**src/rtl/if_id_hazard_ctrl.sv**
```systemverilog
// Pipeline hazard control for PC, IF/ID and ID/EX; optional HAZ_STATS_EN adds stall/flush counters.
// Latency: Mealy outputs respond in the detect cycle; stalls/flushes last the configured cycle counts.
// Backpressure: a stall holds PC and IF/ID; hazard inputs are ignored while a stall/flush sequence runs.
module if_id_hazard_ctrl #(
   parameter int REG_AW       = 4,
   parameter int BR_FLUSH_CYC = 2,
   parameter int LU_STALL_CYC = 1,
   parameter int MC_CYCLES    = 4
) (
   input  logic              clk,
   input  logic              rst,
   input  logic [REG_AW-1:0] id_rs_a,
   input  logic [REG_AW-1:0] id_rs_b,
   input  logic              id_uses_b,
   input  logic [REG_AW-1:0] ex_rd,
   input  logic              ex_mem_rd,
   input  logic              ex_br_taken,
   input  logic              ex_mc_start,
   output logic              pc_wr_en,
   output logic              ifid_wr_en,
   output logic              ifid_flush_n,
   output logic              idex_wr_en,
   output logic              idex_nop_n,
   output logic [1:0]        ctrl_state
`ifdef HAZ_STATS_EN
   ,
   input  logic              stat_clr,
   output logic [15:0]       stat_stall_cnt,
   output logic [15:0]       stat_flush_cnt
`endif
);

   typedef enum logic [1:0] {
      ST_RUN   = 2'd0,
      ST_LU    = 2'd1,
      ST_FLUSH = 2'd2,
      ST_MC    = 2'd3
   } state_t;

   localparam logic [3:0] BR_LOAD = 4'(BR_FLUSH_CYC - 1);
   localparam logic [3:0] LU_LOAD = 4'(LU_STALL_CYC - 1);
   localparam logic [3:0] MC_LOAD = 4'(MC_CYCLES - 1);

   state_t     state, state_nxt;
   logic [3:0] cnt, cnt_nxt;
   logic       lu_hit, br_evt;
   logic       pc_c, ifid_c, flush_c, idex_c, nop_c;

   assign lu_hit = ex_mem_rd && (ex_rd != '0) &&
                   ((ex_rd == id_rs_a) || (id_uses_b && (ex_rd == id_rs_b)));

   always_ff @(posedge clk or negedge rst) begin
      if (!rst) begin
         state <= ST_RUN;
         cnt   <= '0;
      end else begin
         state <= state_nxt;
         cnt   <= cnt_nxt;
      end
   end

   always_comb begin
      state_nxt = state;
      cnt_nxt   = cnt;
      br_evt    = 1'b0;
      pc_c      = 1'b1;
      ifid_c    = 1'b1;
      flush_c   = 1'b1;
      idex_c    = 1'b1;
      nop_c     = 1'b1;
      case (state)
         ST_RUN: begin
            if (ex_br_taken) begin
               br_evt  = 1'b1;
               flush_c = 1'b0;
               nop_c   = 1'b0;
               if (BR_FLUSH_CYC > 1) begin
                  state_nxt = ST_FLUSH;
                  cnt_nxt   = BR_LOAD;
               end
            end else if (ex_mc_start) begin
               pc_c      = 1'b0;
               ifid_c    = 1'b0;
               idex_c    = 1'b0;
               state_nxt = ST_MC;
               cnt_nxt   = MC_LOAD;
            end else if (lu_hit) begin
               pc_c   = 1'b0;
               ifid_c = 1'b0;
               nop_c  = 1'b0;
               if (LU_STALL_CYC > 1) begin
                  state_nxt = ST_LU;
                  cnt_nxt   = LU_LOAD;
               end
            end
         end
         ST_FLUSH: begin
            flush_c = 1'b0;
            nop_c   = 1'b0;
         end
         ST_MC: begin
            pc_c   = 1'b0;
            ifid_c = 1'b0;
            idex_c = 1'b0;
         end
         default: begin
            pc_c   = 1'b0;
            ifid_c = 1'b0;
            nop_c  = 1'b0;
         end
      endcase
      // Shared countdown for all non-RUN states; a stray zero count exits instead of wrapping.
      if (state != ST_RUN) begin
         cnt_nxt = (cnt == 4'd0) ? 4'd0 : cnt - 4'd1;
         if (cnt <= 4'd1) state_nxt = ST_RUN;
      end
   end

   assign pc_wr_en     = rst & pc_c;
   assign ifid_wr_en   = rst & ifid_c;
   assign ifid_flush_n = rst & flush_c;
   assign idex_wr_en   = rst & idex_c;
   assign idex_nop_n   = rst & nop_c;
   assign ctrl_state   = state;

`ifdef HAZ_STATS_EN
   always_ff @(posedge clk or negedge rst) begin
      if (!rst) begin
         stat_stall_cnt <= '0;
         stat_flush_cnt <= '0;
      end else if (stat_clr) begin
         stat_stall_cnt <= '0;
         stat_flush_cnt <= '0;
      end else begin
         if (!pc_wr_en && (stat_stall_cnt != 16'hFFFF))
            stat_stall_cnt <= stat_stall_cnt + 16'd1;
         if (br_evt && (stat_flush_cnt != 16'hFFFF))
            stat_flush_cnt <= stat_flush_cnt + 16'd1;
      end
   end
`endif

endmodule

```
**config.mk**
```make
export PLATFORM = sky130hd
export DESIGN_NAME = if_id_hazard_ctrl
export DESIGN_NICKNAME = d
export VERILOG_FILES = /design/src/rtl/if_id_hazard_ctrl.sv
export SDC_FILE = /design/constraint.sdc
export NUM_CORES = 1
export LEC_CHECK = 0
export ABC_AREA = 1
export BUFFER_PORTS_ARGS = -buffer_cell sky130_fd_sc_hd__buf_4
export CAP_MARGIN = 20
export CORE_AREA = 3 3 40 42
export CTS_CLUSTER_DIAMETER = 60
export DETAILED_ROUTE_END_ITERATION = 6
export DIE_AREA = 0 0 43 45
export GPL_TIMING_DRIVEN = 0
export PLACE_DENSITY = 0.82
export SETUP_SLACK_MARGIN = 0.05
export SYNTH_ARGS = -nofsm -noshare
export SYNTH_HDL_FRONTEND = slang
export SYNTH_SLANG_ARGS = --single-unit
```
**constraint.sdc**
```tcl
create_clock -name clk -period 3.15 [get_ports clk]
set_clock_uncertainty 0.2 [all_clocks]
set_input_delay 0.63 -clock clk [delete_from_list [all_inputs] [get_ports clk]]
set_output_delay 0.63 -clock clk [all_outputs]
set_load 0.005 [all_outputs]
```
======== After elaboration in Yosys (flattened, before gate mapping) ========
Index checks and enable logic that the tools add are counted.
storage, ports and cells
  register bits ........................... 6
  input port bits ......................... 18
  output and inout port bits .............. 7
  word-level logic and storage cells ...... 45
operators by class
  add/subtract/negate cells ............... 1
  order comparisons ....................... 1
  eq/ne operators ......................... 4
  multiplexer cells ....................... 22
  bitwise logic cells ..................... 4
  reductions and logical operators ........ 11
operators with widths
  operator               count
  $mux W4                5
  $mux W2                5
  $eq A4 B4 Y1           2
  $mux W1                8
  $pmux W1 S2            4
  $and A1 B1 Y1          4
  $eq A2 B2 Y1 const B   2
  $le A4 B1 Y1 const B   1
  $logic_not A4 Y1       1
  $reduce_bool A2 Y1     2
  $reduce_bool A4 Y1     1
  $sub A4 B1 Y4 const B  1
  $logic_and A1 B1 Y1    3
  $reduce_bool A3 Y1     1
  $logic_not A2 Y1       1
  $reduce_and A2 Y1      1
  $logic_or A1 B1 Y1     1

======== Logic depth before layout (Yosys ltp) ========
Gate-level depths: netlist (run 1).
  word-level depth ........................ 9
  gate-level depth with buffers ........... 10
  depth with buffers taken out ............ 9

======== Worst setup path before layout (run 1) ========
Ideal clock, no wire load.
  path type ............................... input port to output port
  from .................................... input id_rs_b[3]
  to ...................................... output pc_wr_en
  arrival ................................. 1291 ps
  required time ........................... 2320 ps
  slack ................................... 1029 ps
  stages .................................. 10
  buffers on the path ..................... 1
  cells stage by stage .................... inv_1 > nand2_1 > nand2_1 > nor2_1 > nand3_1 > nand2_1 > nand2_1 > nand2_1 > a21oi_2 > buf_4
on the way
  longest elaborated chain between the ends .. 9
RTL lines
  element                line  text
  from (decl)            13    input logic [REG_AW-1:0] id_rs_b,
  $eq A4 B4 Y1           50    ((ex_rd == id_rs_a) || (id_uses_b && (ex_rd == id_rs_b)));
  $logic_and A1 B1 Y1    50
  $logic_or A1 B1 Y1     50
  $logic_and A1 B1 Y1    49    assign lu_hit = ex_mem_rd && (ex_rd != '0) &&
  $mux W1 (3 in series)  -
  $pmux W1 S2            -
  $and A1 B1 Y1          -
  to (decl)              19    output logic pc_wr_en,
No other way between the ends.

======== Worst setup path after layout (run 1) ========
  from .................................... input rst
  to ...................................... output idex_nop_n
on the way
  longest elaborated chain between the ends .. 1
RTL lines
  element        line  text
  from (decl)    11    input logic rst,
  $and A1 B1 Y1  123   assign idex_nop_n = rst & nop_c;
  to (decl)      23    output logic idex_nop_n,
No other way between the ends.

==> results of run 1 <==
## synth_stat cells
master	instances	area (µm²)
dfrtp_1	6	150.1
nand2_1	27	101.4
nor2_1	13	48.80
xnor2_1	1	8.760
a211oi_1	2	15.01
nor3_1	3	15.01
nor2_4	1	11.26
a21oi_2	2	17.52
inv_2	2	7.510
ha_1	3	37.54
a21boi_0	1	7.510
a21oi_1	3	15.01
xor2_1	2	17.52
o21ai_0	3	15.01
buf_4	1	7.510
o21ai_1	1	5.000
or2_2	1	6.260
inv_1	14	52.55
a221oi_1	1	8.760
nand3_1	3	15.01
## power by group through the flow
stage | Sequential (mW) | Clock, mW | Combinational, mW
floorplan | 0.125 | 0 | 0.199
global placement | 0.127 | 0 | 0.305
detailed placement | 0.129 | 0 | 0.308
CTS | 0.128 | 0.0731 | 0.312
global route | 0.134 | 0.0760 | 0.350
finish | 0.129 | 0.0686 | 0.310
## how the worst max path moves through the flow
stage                     depth (start not counted)        from  slack, ns    endpoint
final                                             6         rst       0.40  idex_nop_n
after CTS                                         6         rst       0.41  idex_nop_n
after global routing                              6         rst       0.34  idex_nop_n
after detailed placement                         10    ex_rd[2]       0.76    pc_wr_en
after global placement                           10    ex_rd[2]       0.78    pc_wr_en
after floorplan                                  10  id_rs_b[3]       1.03    pc_wr_en
## layer usage
metal	vias up	GRT usage, %	share of wire (%)
met1	272	16.30	42
met2	19	27.25	49
met3	6	2.789	5.9
met5	-	0	0
li1	334	-	-
met4	0	8.434	3.1
## cell type report
| class | instances | share of cell area (%) |
|---|---|---|
| sequential | 6 | 18.90 |
| inverter | 16 | 7.559 |
| tap | 15 | 2.362 |
| multi-input combinational | 67 | 43.46 |
| clock buffer | 3 | 2.835 |
| buffer | 1 | 0.9449 |
| timing repair buffer | 25 | 23.94 |
## through the flow
step,area (µm²),utilization [%],instances,hold slack (ns)
2_1_floorplan,563.0,-,90,0.1344
3_3_place_gp,762.0,59.30,129,0.2445
3_5_place_dp,762.0,59.30,129,0.2454
4_1_cts,794.5,61.83,133,0.3348
5_1_grt,794.5,61.83,133,0.3554
6_report,794.5,61.83,133,0.3347
## cell families (layout without fill, tap and decap cells)
| family | count (synthesis) | in the layout | synth area share [%] |
|---|---|---|---|
| DFF | 6 | 6 | 26.67 |
| adders and majority gates | 3 | 3 | 6.667 |
| xor gates and xnor gates | 3 | 3 | 4.668 |
| AOI/OAI and AO/OA | 13 | 13 | 14.89 |
| and+or+nand+nor | 48 | 48 | 35.11 |
| buffers and inverters | 17 | 45 | 12.00 |
## cells in the final DEF (no fill, tap or decap), types with 3 or more instances in the layout
cell,n
nor3_1,3
ha_1,3
nand3_1,3
dfrtp_1,6
buf_4,25
nand2_1,27
clkbuf_4,3
a21oi_1,3
o21ai_0,3
nor2_1,13
inv_1,14
## worst min-delay path: cells and delay by family (launching register included)
family           cells  cell delay (ns)
AO/OA/AOI/OAI        1             0.04
AND/OR/NAND/NOR      1             0.08
flip-flops           1             0.37
## registers in the layout, indices dropped and copies added, names as in the netlist
signal,flops
ctrl_state,2
cnt,4
==> impl_metrics.toml, run 1 <==
[clock_tree]
numCtsBuffers = 3
cts_hold_buf = 1
post_cts_buffers = 0
cts.sinks = 6
cts_buffer_depth = 2
insertion_delay_ns = 0.24
h-tree-depth = 1
cts_root_buffer = "clkbuf_4"
cts_tree = "yes"
cts_resized = 0
clk_pin_slew_worst_paths_ns = 0.04

[global_route]
grt_pass1_wl_um = 2201
grt_overflow = 0
grt_pass1_vias = 580
grt_use_total_pct = 14.95
grt_max_degree = 8
antenna_found_initial = 0

[pwr]
swShare_pct = 42.79
ir_worst_vdd_v = 0.0004071
p_per_area_nw_per_um2 = 639.4
p_switching_mw = 0.2174
fin_total_pwr_mw = 0.5080
internal_power_mw = 0.2906
seqPwrFrac_pct = 25.4
p_clk_share_pct = 13.5
comb_power_share_pct = 61.1
leakagePower_nw = 0.4694

[routing]
wl_per_cell_um = 9.812
vias_per_cell = 4.744
drt-total-wl_um = 1305
firstDrtPassIters = 3
drtIter0Drc = 16
drc_errors = 0
ant_nets = 0
via_count = 631

[die]
rows = 13
start_util_pct = 43.82
die_h_um = 45
core_area_um2 = 1285
io_pins = 25
die_x_um = 43
dieArea_um2 = 1935

[layout]
areaGrowthSynthToFinish_pct = 41.11
fill_cells = 125
ff_latch_area_um2 = 150.1
multi_input_area_um2 = 345.3
drive_gt1_share_pct = 28.81
diodes = 0
layout.nets = 141

[worst_setup_path]
cp_slowest_cell = "dlygate4sd3_1"
worst-path-buf-inv = 4
r2r_end = "ctrl_state[0]"
worstPathCellList = "dlygate4sd3_1 -> buf_4 -> inv_1 -> or2_2 -> a21oi_2 -> buf_4"
end_kind = "output pin"
critPathLaunchType = "primary input"
cp_max_fo = 7
crit_family = "buffers and inverters"
crit_arrival_ns = 1.92
cp.required_ns = 2.32
reg2regPathDepth = 4
r2r_setup_slack_ns = 1.53
cpPeakStageDelay_ns = 0.53
timing_worst_setup_path_type = "in -> out"
worstReg2RegStart = "ctrl_state[0]"
cpMostUsedCell = "buf_4"

[timing]
timing_worst_slew_pin_value_ns = 0.3021
setup_viol = 0
drv_slew = 0
fin_ws_ns = 0.4026
final.setup.tns_ns = 0
finalHoldViolations = 0
fmaxAchievable_mhz = 364.0
rsz0062_at_grt = "false"
period_minus_slack_ns = 2.747
fin_crit_sh_pct = 87.22
maxSlewHeadroom_pct = 79.86

[logic_synthesis]
synth_seq_cells = 6
syn-instance-count = 90
ys_types = 20
yosys_warnings = 0
synth_fp_nets = 111
ys_seq_area_share_pct = 26.67
avgSynthCellArea_um2 = 6.256
syn_area_um2 = 563.0

[placed_design]
placement.io_buffers = 24
hpwl_um = 1076
routabilityCongestion = 0.7969
place_ws_ns = 0.7571

[min_path]
hold_start = "cnt[3]"
hold_path.class = "reg -> reg"
whs_endpoint = "cnt[3]"
hold-path-cell-count = 2

[outcome]
status = "finished, final reports clean"

[job]
maxCapViolCount = 0
No activity file was read; power rests on OpenSTA's default activity.
==> run 2: changes to the inputs <==
Settings changed: CORE_AREA 3 3 40 42 to 2 2 39 41, DIE_AREA 0 0 43 45 to 0 0 41 43.
==> run 2 against run 1 <==
Against the previous run: clock-buffer cell count is the same; register-to-register slack gained 0.05 ns; flip-flop and latch count is the same; global-route usage grew 0.35 points; final cell count grew 0.75%; power shrank 1.3%; clock power shrank 2%; combinational power is essentially flat; sequential power is essentially flat; first-iteration DRC count shrank 50%; non-clock buffer count is the same; largest power group unchanged.
==> impl_metrics.toml, run 2 (same netlist as run 1, synthesis figures left out) <==
[layout]
postLayoutCellArea_um2 = 795.8
areaGrowthSynthToFinish_pct = 41.33
largest_reg_flops = 4
final_common_cell = "nand2_1"
final_util_pct = 57.50
diodes = 0
final_cell_mix = "nand2_1 (27), buf_4 (25), inv_1 (14)"
drive_gt1_share_pct = 28.81
top_register = "cnt"
layoutNonFillerInstCount = 134
layout.nets = 141

[clock_tree]
cts_hold_buf = 1
post_cts_buffers = 0
clk_pin_slew_worst_paths_ns = 0.04
cts_tree = "yes"
insertion_delay_ns = 0.24
cts_resized = 0
h-tree-depth = 1
cts_root_buffer = "clkbuf_4"
cts.sinks = 6
numCtsBuffers = 3
cts_buffer_depth = 2

[timing]
fin_ws_ns = 0.4147
fin_crit_sh_pct = 86.83
final.setup.tns_ns = 0
finalHoldViolations = 0
whs_ns = 0.3332
period_minus_slack_ns = 2.735
setup_viol = 0
drv_slew = 0
fmaxAchievable_mhz = 365.6
rsz0062_at_grt = "false"
maxSlewHeadroom_pct = 82.64
timing_worst_slew_pin_value_ns = 0.2584

[routing]
wl_per_cell_um = 9.149
via_count = 619
drt-total-wl_um = 1226
drc_errors = 0
vias_per_cell = 4.619
firstDrtPassIters = 4
drtIter0Drc = 8
ant_nets = 0

[die]
dieArea_um2 = 1763
core_area_um2 = 1384
rows = 14
io_pins = 25
die_h_um = 43
start_util_pct = 40.69
die_x_um = 41

[job]
maxCapViolCount = 0

[worst_setup_path]
cp.required_ns = 2.32
worstPathCellList = "dlygate4sd3_1 -> buf_4 -> inv_1 -> or2_2 -> a21oi_2 -> buf_4"
cpMostUsedCell = "buf_4"
cp_max_fo = 7
timing_worst_setup_path_type = "in -> out"
cpPeakStageDelay_ns = 0.53
crit_arrival_ns = 1.91
end_kind = "output pin"
critPathLaunchType = "primary input"
cp_slowest_cell = "dlygate4sd3_1"

[placed_design]
place_ws_ns = 0.7407
hpwl_um = 1056
routabilityCongestion = 0.8141
numPlacedInstances = 130
dpl_cell_area_um2 = 763.2
placement.io_buffers = 24

[global_route]
grt_use_total_pct = 15.30
grt_pass1_vias = 545
antenna_found_initial = 0
grt_overflow = 0
grt_pass1_wl_um = 1890
grt_max_degree = 8

[outcome]
status = "finished, final reports clean"

[pwr]
fin_total_pwr_mw = 0.5017
leakagePower_nw = 0.4694
ir_worst_vdd_v = 0.0004658
p_per_area_nw_per_um2 = 630.4

[min_path]
hold_path.class = "reg -> reg"
run 2: cell counts in the layout (fill, tap and decap cells not counted):
Identical to the previous run, type by type.
run 2: power breakdown:
| part | internal [mW] | switching, mW | leakage (nW) |
|---|---|---|---|
| clock network | 0.0428 | 0.0243 | 0.0138 |
| registers | 0.103 | 0.0241 | 0.0786 |
| logic | 0.145 | 0.163 | 0.377 |
run 2: cell type report:
class / count / area (µm²)
Multi-Input combinational cell: 67 / 345.3
Fill cell: 140 / 588.1
Clock buffer: 3 / 22.52
Timing Repair Buffer: 25 / 190.2
Tap cell: 16 / 20.02
Sequential cell: 6 / 150.1
Buffer: 1 / 7.507
Inverter: 16 / 60.06
run 2: critical path: cells and delay by family:
family / cells / cell delay (ns)
AOI/OAI and AO/OA: 1 / 0.10
buffers and inverters: 4 / 0.89
and+or+nand+nor: 1 / 0.28
run 2: worst paths after layout:
check,startpoint,end,slack [ns],depth (start not counted)
worst min-delay path,cnt[3],cnt[3],0.33,2
worst max-delay path,rst,idex_nop_n,0.41,6
max in group asynchronous,rst,ctrl_state[0],2.08,2
min in group asynchronous,rst,cnt[0],0.55,2
worst max register to register,ctrl_state[0],cnt[0],1.58,5
worst min register to register,cnt[3],cnt[3],0.33,2
run 2: per-layer routing:
| layer | share of wire [%] | up-vias | global-route usage [%] |
|---|---|---|---|
| met3 | 8.0 | 2 | 0.5236 |
| met4 | 1.7 | 0 | 8.000 |
| met1 | 41 | 258 | 15.23 |
| li1 | - | 339 | - |
| met2 | 50 | 20 | 28.75 |
| met5 | 0 | - | 0 |
